===== src/rtl/bcd_pkg.sv =====
// Shared types and constants for single-digit BCD arithmetic blocks.
//   BCD_DIGIT_W   : width of one BCD digit
//   BCD_MAX_DIGIT : largest legal BCD digit value
//   bcd_digit_t   : one 4-bit BCD digit
//   bcd_pair_t    : packed two-digit BCD value, tens in [7:4], units in [3:0]
package bcd_pkg;

  localparam int unsigned BCD_DIGIT_W = 4;
  localparam logic [BCD_DIGIT_W-1:0] BCD_MAX_DIGIT = 4'd9;

  typedef logic [BCD_DIGIT_W-1:0] bcd_digit_t;

  typedef struct packed {
    bcd_digit_t tens;
    bcd_digit_t units;
  } bcd_pair_t;

endpackage


===== src/rtl/bcd_bin7_to_bcd2.sv =====
// Combinational 7-bit binary to two-digit packed BCD converter (shift-add-3).
// Exact for inputs 0..99; larger inputs give an unspecified BCD-shaped value.
//   bin_i : binary value, 0..99
//   bcd_o : packed BCD result {tens, units}
module bcd_bin7_to_bcd2
  import bcd_pkg::*;
(
  input  logic [6:0] bin_i,
  output bcd_pair_t  bcd_o
);

  // Scratch layout: [14:11] tens, [10:7] units, [6:0] remaining binary bits.
  logic [14:0] scratch;

  always_comb begin
    scratch = {8'b0, bin_i};
    for (int unsigned i = 0; i < 7; i++) begin
      if (scratch[10:7] >= 4'd5) scratch[10:7] = scratch[10:7] + 4'd3;
      if (scratch[14:11] >= 4'd5) scratch[14:11] = scratch[14:11] + 4'd3;
      scratch = scratch << 1;
    end
    bcd_o = scratch[14:7];
  end

endmodule


===== src/rtl/bcd_multiplier.sv =====
// Registered single-digit BCD multiplier with 1-cycle latency.
//   clk       : rising-edge clock
//   rst       : asynchronous active-high reset
//   in_valid  : qualifies num1/num2 on the current edge
//   num1,num2 : BCD operand digits
//   res       : packed BCD product {tens, units}, 8'h00 on invalid operands
//   out_valid : res/err carry the result of the operands accepted last edge
//   err       : last accepted operand pair had a digit above 9
module bcd_multiplier
  import bcd_pkg::*;
(
  input  logic       clk,
  input  logic       rst,
  input  logic       in_valid,
  input  logic [3:0] num1,
  input  logic [3:0] num2,
  output logic [7:0] res,
  output logic       out_valid,
  output logic       err
);

  logic      operands_ok;
  logic [6:0] product;
  bcd_pair_t product_bcd;

  bcd_pair_t res_d, res_q;
  logic      err_d, err_q;
  logic      vld_d, vld_q;

  assign operands_ok = (num1 <= BCD_MAX_DIGIT) && (num2 <= BCD_MAX_DIGIT);
  // Only the valid-operand range (max 81) must be exact; wider products are masked.
  assign product     = {3'b0, num1} * {3'b0, num2};

  bcd_bin7_to_bcd2 u_conv (
    .bin_i (product),
    .bcd_o (product_bcd)
  );

  always_comb begin
    res_d = res_q;
    err_d = err_q;
    vld_d = 1'b0;
    if (in_valid) begin
      vld_d = 1'b1;
      err_d = ~operands_ok;
      res_d = operands_ok ? product_bcd : '0;
    end
  end

  always_ff @(posedge clk or posedge rst) begin
    if (rst) begin
      res_q <= '0;
      err_q <= 1'b0;
      vld_q <= 1'b0;
    end else begin
      res_q <= res_d;
      err_q <= err_d;
      vld_q <= vld_d;
    end
  end

  assign res       = res_q;
  assign err       = err_q;
  assign out_valid = vld_q;

endmodule


===== config.mk =====
export PLATFORM = sky130hd
export DESIGN_NAME = bcd_multiplier
export DESIGN_NICKNAME = d
export VERILOG_FILES = /design/src/rtl/bcd_pkg.sv /design/src/rtl/bcd_bin7_to_bcd2.sv /design/src/rtl/bcd_multiplier.sv
export SDC_FILE = /design/constraint.sdc
export NUM_CORES = 1
export LEC_CHECK = 0
export ABC_AREA = 1
export CORE_ASPECT_RATIO = 1.4
export CORE_MARGIN = 2
export CORE_UTILIZATION = 59
export CTS_CLUSTER_DIAMETER = 120
export DETAILED_ROUTE_END_ITERATION = 6
export PLACE_DENSITY_LB_ADDON = 0.3
export RECOVER_POWER = 100
export SYNTH_ARGS = -nofsm -noshare
export SYNTH_HDL_FRONTEND = slang
export SYNTH_SLANG_ARGS = --single-unit

===== constraint.sdc =====
create_clock -name clk -period 1.8 [get_ports clk]
set_input_delay 0.54 -clock clk [delete_from_list [all_inputs] [get_ports clk]]
set_output_delay 0.54 -clock clk [all_outputs]
set_load 0.005 [all_outputs]

==> results.md, run 1 <==
- Status: did not finish
- Fail Step: clock tree synthesis (4_1_cts)
- First Err: [ERROR DPL-0033] detailed placement checks failed during check placement.
- Clock Path Buffers: 2
- Inserted Clock Buffers: 3
- Chip height: 62 um
- Cell taking the most area after synthesis: dfrtp_1
- Syn avg cell area: 7.02 um^2
- CTS H-tree depth: 1
- CTS resizes: 65
- Area of the mapped netlist: 1420 um^2
- DP Wirelength: 3620 um
- Starting Density: 60.6%
- Ys Warns: 0
- Share of the yosys chip area belonging to registers: 17.7%
- Synth area leaders: dfrtp_1 18%, ha_1 16%, nand2_1 15%
- Clk root buf: clkbuf_4
- Number of cell rows: 21
- Die W: 45.4 um
- Post-Syn Instances: 202
- Hold buffer count at cts: 0
- Clock sink count: 10
- Synthesized flop and latch total: 10
- Synthesized Nets: 235
- Port bufs: 20
- # IOs: 21
- Top cell type's share of synthesized area: 17.7%
- Post CTS Setup Buffer Count: 11
- DP Area: 2020 um^2
- Gpl congestion: 0.805
- Unique masters post-synth: 25
logic make-up after synthesis:
group,count (synthesis),share of synthesized area (%)
and+or+nand+nor,102,37.3
buffers and inverters,46,12.2
adders and majority gates,22,21.5
AOI/OAI and AO/OA,20,9.53
DFF,10,17.7
xor gates and xnor gates,2,1.77
synthesized netlist by cell type, drive strengths merged:
library cell and instances:
a21oi 2, a31oi 1, a32o 1, clkinv 2, dfrtp 10, fa 4, ha 18, inv 44
nand2 70, nand3 21, nand4 1, nor2 9, o21ai 15, o21bai 1, or2 1, xnor2 1
xor2 1
stage by stage:
| stage | worst slack (ns) | util [%] | TNS [ns] | cells | hold WS, ns |
|---|---|---|---|---|---|
| 2_1_floorplan | -3.18 | - | -20.77 | 202 | 0.380 |
| 3_3_place_gp | -3.90 | 86.4 | -26.88 | 285 | 0.470 |
| 3_5_place_dp | -4.19 | 86.4 | -28.76 | 285 | 0.482 |
==> run 2: changes to the inputs <==
Settings changed: CORE_AREA from default to 2 2 63 65, CORE_ASPECT_RATIO 1.4 to default, CORE_MARGIN 2 to default, CORE_UTILIZATION 59 to default, CTS_CLUSTER_DIAMETER 120 to default, DIE_AREA from default to 0 0 65 67, PLACE_DENSITY_LB_ADDON 0.3 to 0.15.
==> run 2 against run 1 <==
Synthesized cell count unchanged. Synthesized area is the same. The flow now finishes, with violations (setup timing).
==> results.md, run 2 <==
- Status: finished, violations left
- Failing checks: setup timing
- Fin. Hold Viols: 0
- Number of cell rows: 22
- Clock Latency Late Sink: 0.23 ns
- MaxCap Viol Count: 0
- Gr usage total: 17.7%
- Gpl congestion: 0.766
- Top cell type's share of synthesized area: 17.7%
- WHS Endpoint: res[3]
- Initial antenna violation count: 0
- Top cells by count, synth: 56 x nand2_1, 43 x inv_1, 18 x ha_1, 14 x nand3_1, 11 x o21ai_0
- Final #Nets: 322
- Inserted Clock Buffers: 3
- Arr. time, crit path: 5.02 ns
- Largest net degree at the start of global routing: 11
- Hold path startpoint: res[3]
- Critical Path End Type: flip-flop
- Crit-path leading delay family: adder cells
- # DRC: 0
- Critical path class: input port to flip-flop
- Clock Path Buffers: 2
- Via count: 1505
- Ys Warns: 0
- R2R setup slack: 1.12 ns
- Synthesized flop and latch total: 10
- Synthesis-to-layout area growth: 71.9%
- Startpoint Class: input port
- Die footprint: 4360 um^2
- Core Area: 3610 um^2
- Synthesized Nets: 235
- Minimum clock period: 4.90 ns
- Vias in the first global route: 1524
- EDFF count, synth: 0
- Area of the mapped netlist: 1420 um^2
- Most frequent cells in the layout: 60 x buf_4, 48 x nand2_1, 33 x inv_1
- DP Wirelength: 2490 um
- Cell taking the most area after synthesis: dfrtp_1
- Post-Syn Instances: 202
- FF-to-FF path depth: 1
- Syn avg cell area: 7.02 um^2
- Pwr/cell area: 1520 nW/um^2
- Setup-failing EPs final: 7
- Tcrit/Tclk final: 272%
- P_leak: 0.00131 uW
- Critical Path Fanout Max: 3
- Share of the yosys chip area belonging to registers: 17.7%
- Starting Density: 39.3%
- Clock skew: 0 ns
- Hold buffer count at cts: 0
- Share of cells above drive strength 1: 48.6%
- Die W: 65 um
- Hold Path Class: flip-flop to flip-flop
- Number of nets still failing antenna checks after routing: 0
- Chip height: 67 um
- Crit path largest cell delay: 0.53 ns
- Max-slew violation count: 0
- Flip-flop count of the largest register, all copies and words added: 8
- Crit path buf inv count: 10
- CTS tree: yes
- Port bufs: 20
- CTS H-tree depth: 1
- Count leader, synth: nand2_1
- Wire per inst: 9.96 um
- Worst r2r dst: res[0]
- Crit path top cell by count: inv_2
- Setup ws final: -3.10 ns
- Final WL: 3350 um
- Starting DRT DRC Count: 71
- Ys flop type: dfrtp_1
- DR pass1 iterations: 4
- RSZ-0062 raised after global routing: true
- First-pass GRT wire length: 6090 um
- ANT cells: 0
- Critical path's slowest cell: fa_1
- Fin Setup TNS: -21.35 ns
- Hold Path Cell Cnt: 2
- Peak Freq: 204 MHz
- GRT Residual Overflow: 0
- Clock sink count: 10
- Critical Path RT: 1.91 ns
- # IOs: 21
- RR Startpoint: res[0]
- Vias per std cell: 4.48
- Clk root buf: clkbuf_8
- Post-synth ARST share: 100%
- Synth area leaders: dfrtp_1 18%, ha_1 16%, nand2_1 15%
- Hold_ws: 0.470 ns
- Peak VDD IR: 0.960 mV
- Unique masters post-synth: 25
- Max-slew headroom: 76.2%
- Worst-Margin Slew: 0.356 ns
- Clk pin slew, worst setup/hold paths: 0.05 ns
- Most common cell after layout, fill and taps aside: buf_4
==> run 2: cell counts after synthesis <==
No cell type changed its count.
==> run 2: worst max-delay path by stage <==
stage                  end  depth (start not counted)  slack [ns]     from
floorplan           res[6]                         32       -3.18  num2[1]
global placement    res[6]                         34       -3.95  num2[1]
detailed placement  res[6]                         34       -3.97  num2[1]
CTS                 res[6]                         34       -3.08  num1[2]
global route        res[7]                         33       -3.30  num1[2]
finish              res[6]                         33       -3.10  num1[2]
==> run 2: per-stage QoR <==
step                      power, uW  std cells  area (um^2)  setup WS (ns)  utilization [%]
after floorplan                1760        202         1490          -3.18                -
after global placement         2590        312         2070          -3.95             57.3
after detailed placement       2610        312         2070          -3.97             57.3
after CTS                      3480        331         2370          -3.08             65.7
after global routing           4030        336         2440          -3.30             67.6
final                          3700        336         2440          -3.10             67.6
==> run 2: kinds of logic (layout without fill, tap and decap cells) <==
logic type	Yosys count	count (layout)	synth area share (%)
and+or+nand+nor	102	102	37.3
buffers and inverters	46	132	12.2
adders and majority gates	22	22	21.5
AOI/OAI and AO/OA	20	20	9.53
DFF	10	10	17.7
xor gates and xnor gates	2	2	1.77
==> run 2: metal layers <==
layer  up-vias  routed length (um)  GRT usage [%]
met5         -                   0              0
met4         0                  19           3.72
met3         2                 103           3.04
met2        27                1670           33.4
met1       677                1550           20.7
li1        799                   -              -
==> run 2: layout make-up <==
cell class	count	area, um^2
inverter	46	175
tap	48	60.1
sequential	10	250
multi-input combinational	146	1230
clock buffer	4	55.1
fill	308	1170
timing repair buffer	82	668
==> run 2: repair_timing <==
item	CTS	global route
setup endpoints to repair	8	7
hold endpoints to repair	0	0
resized for setup	59	7
pin swaps	34	22
setup buffers	16	6
==> run 2: where the power goes <==
| group | leakage (uW) | internal, uW | switching [uW] |
|---|---|---|---|
| Clock | 0.0000288 | 192 | 82.5 |
| Combinational | 0.00116 | 1600 | 1520 |
| Sequential | 0.000130 | 283 | 26.3 |
Power figures use the tool's default switching activity.
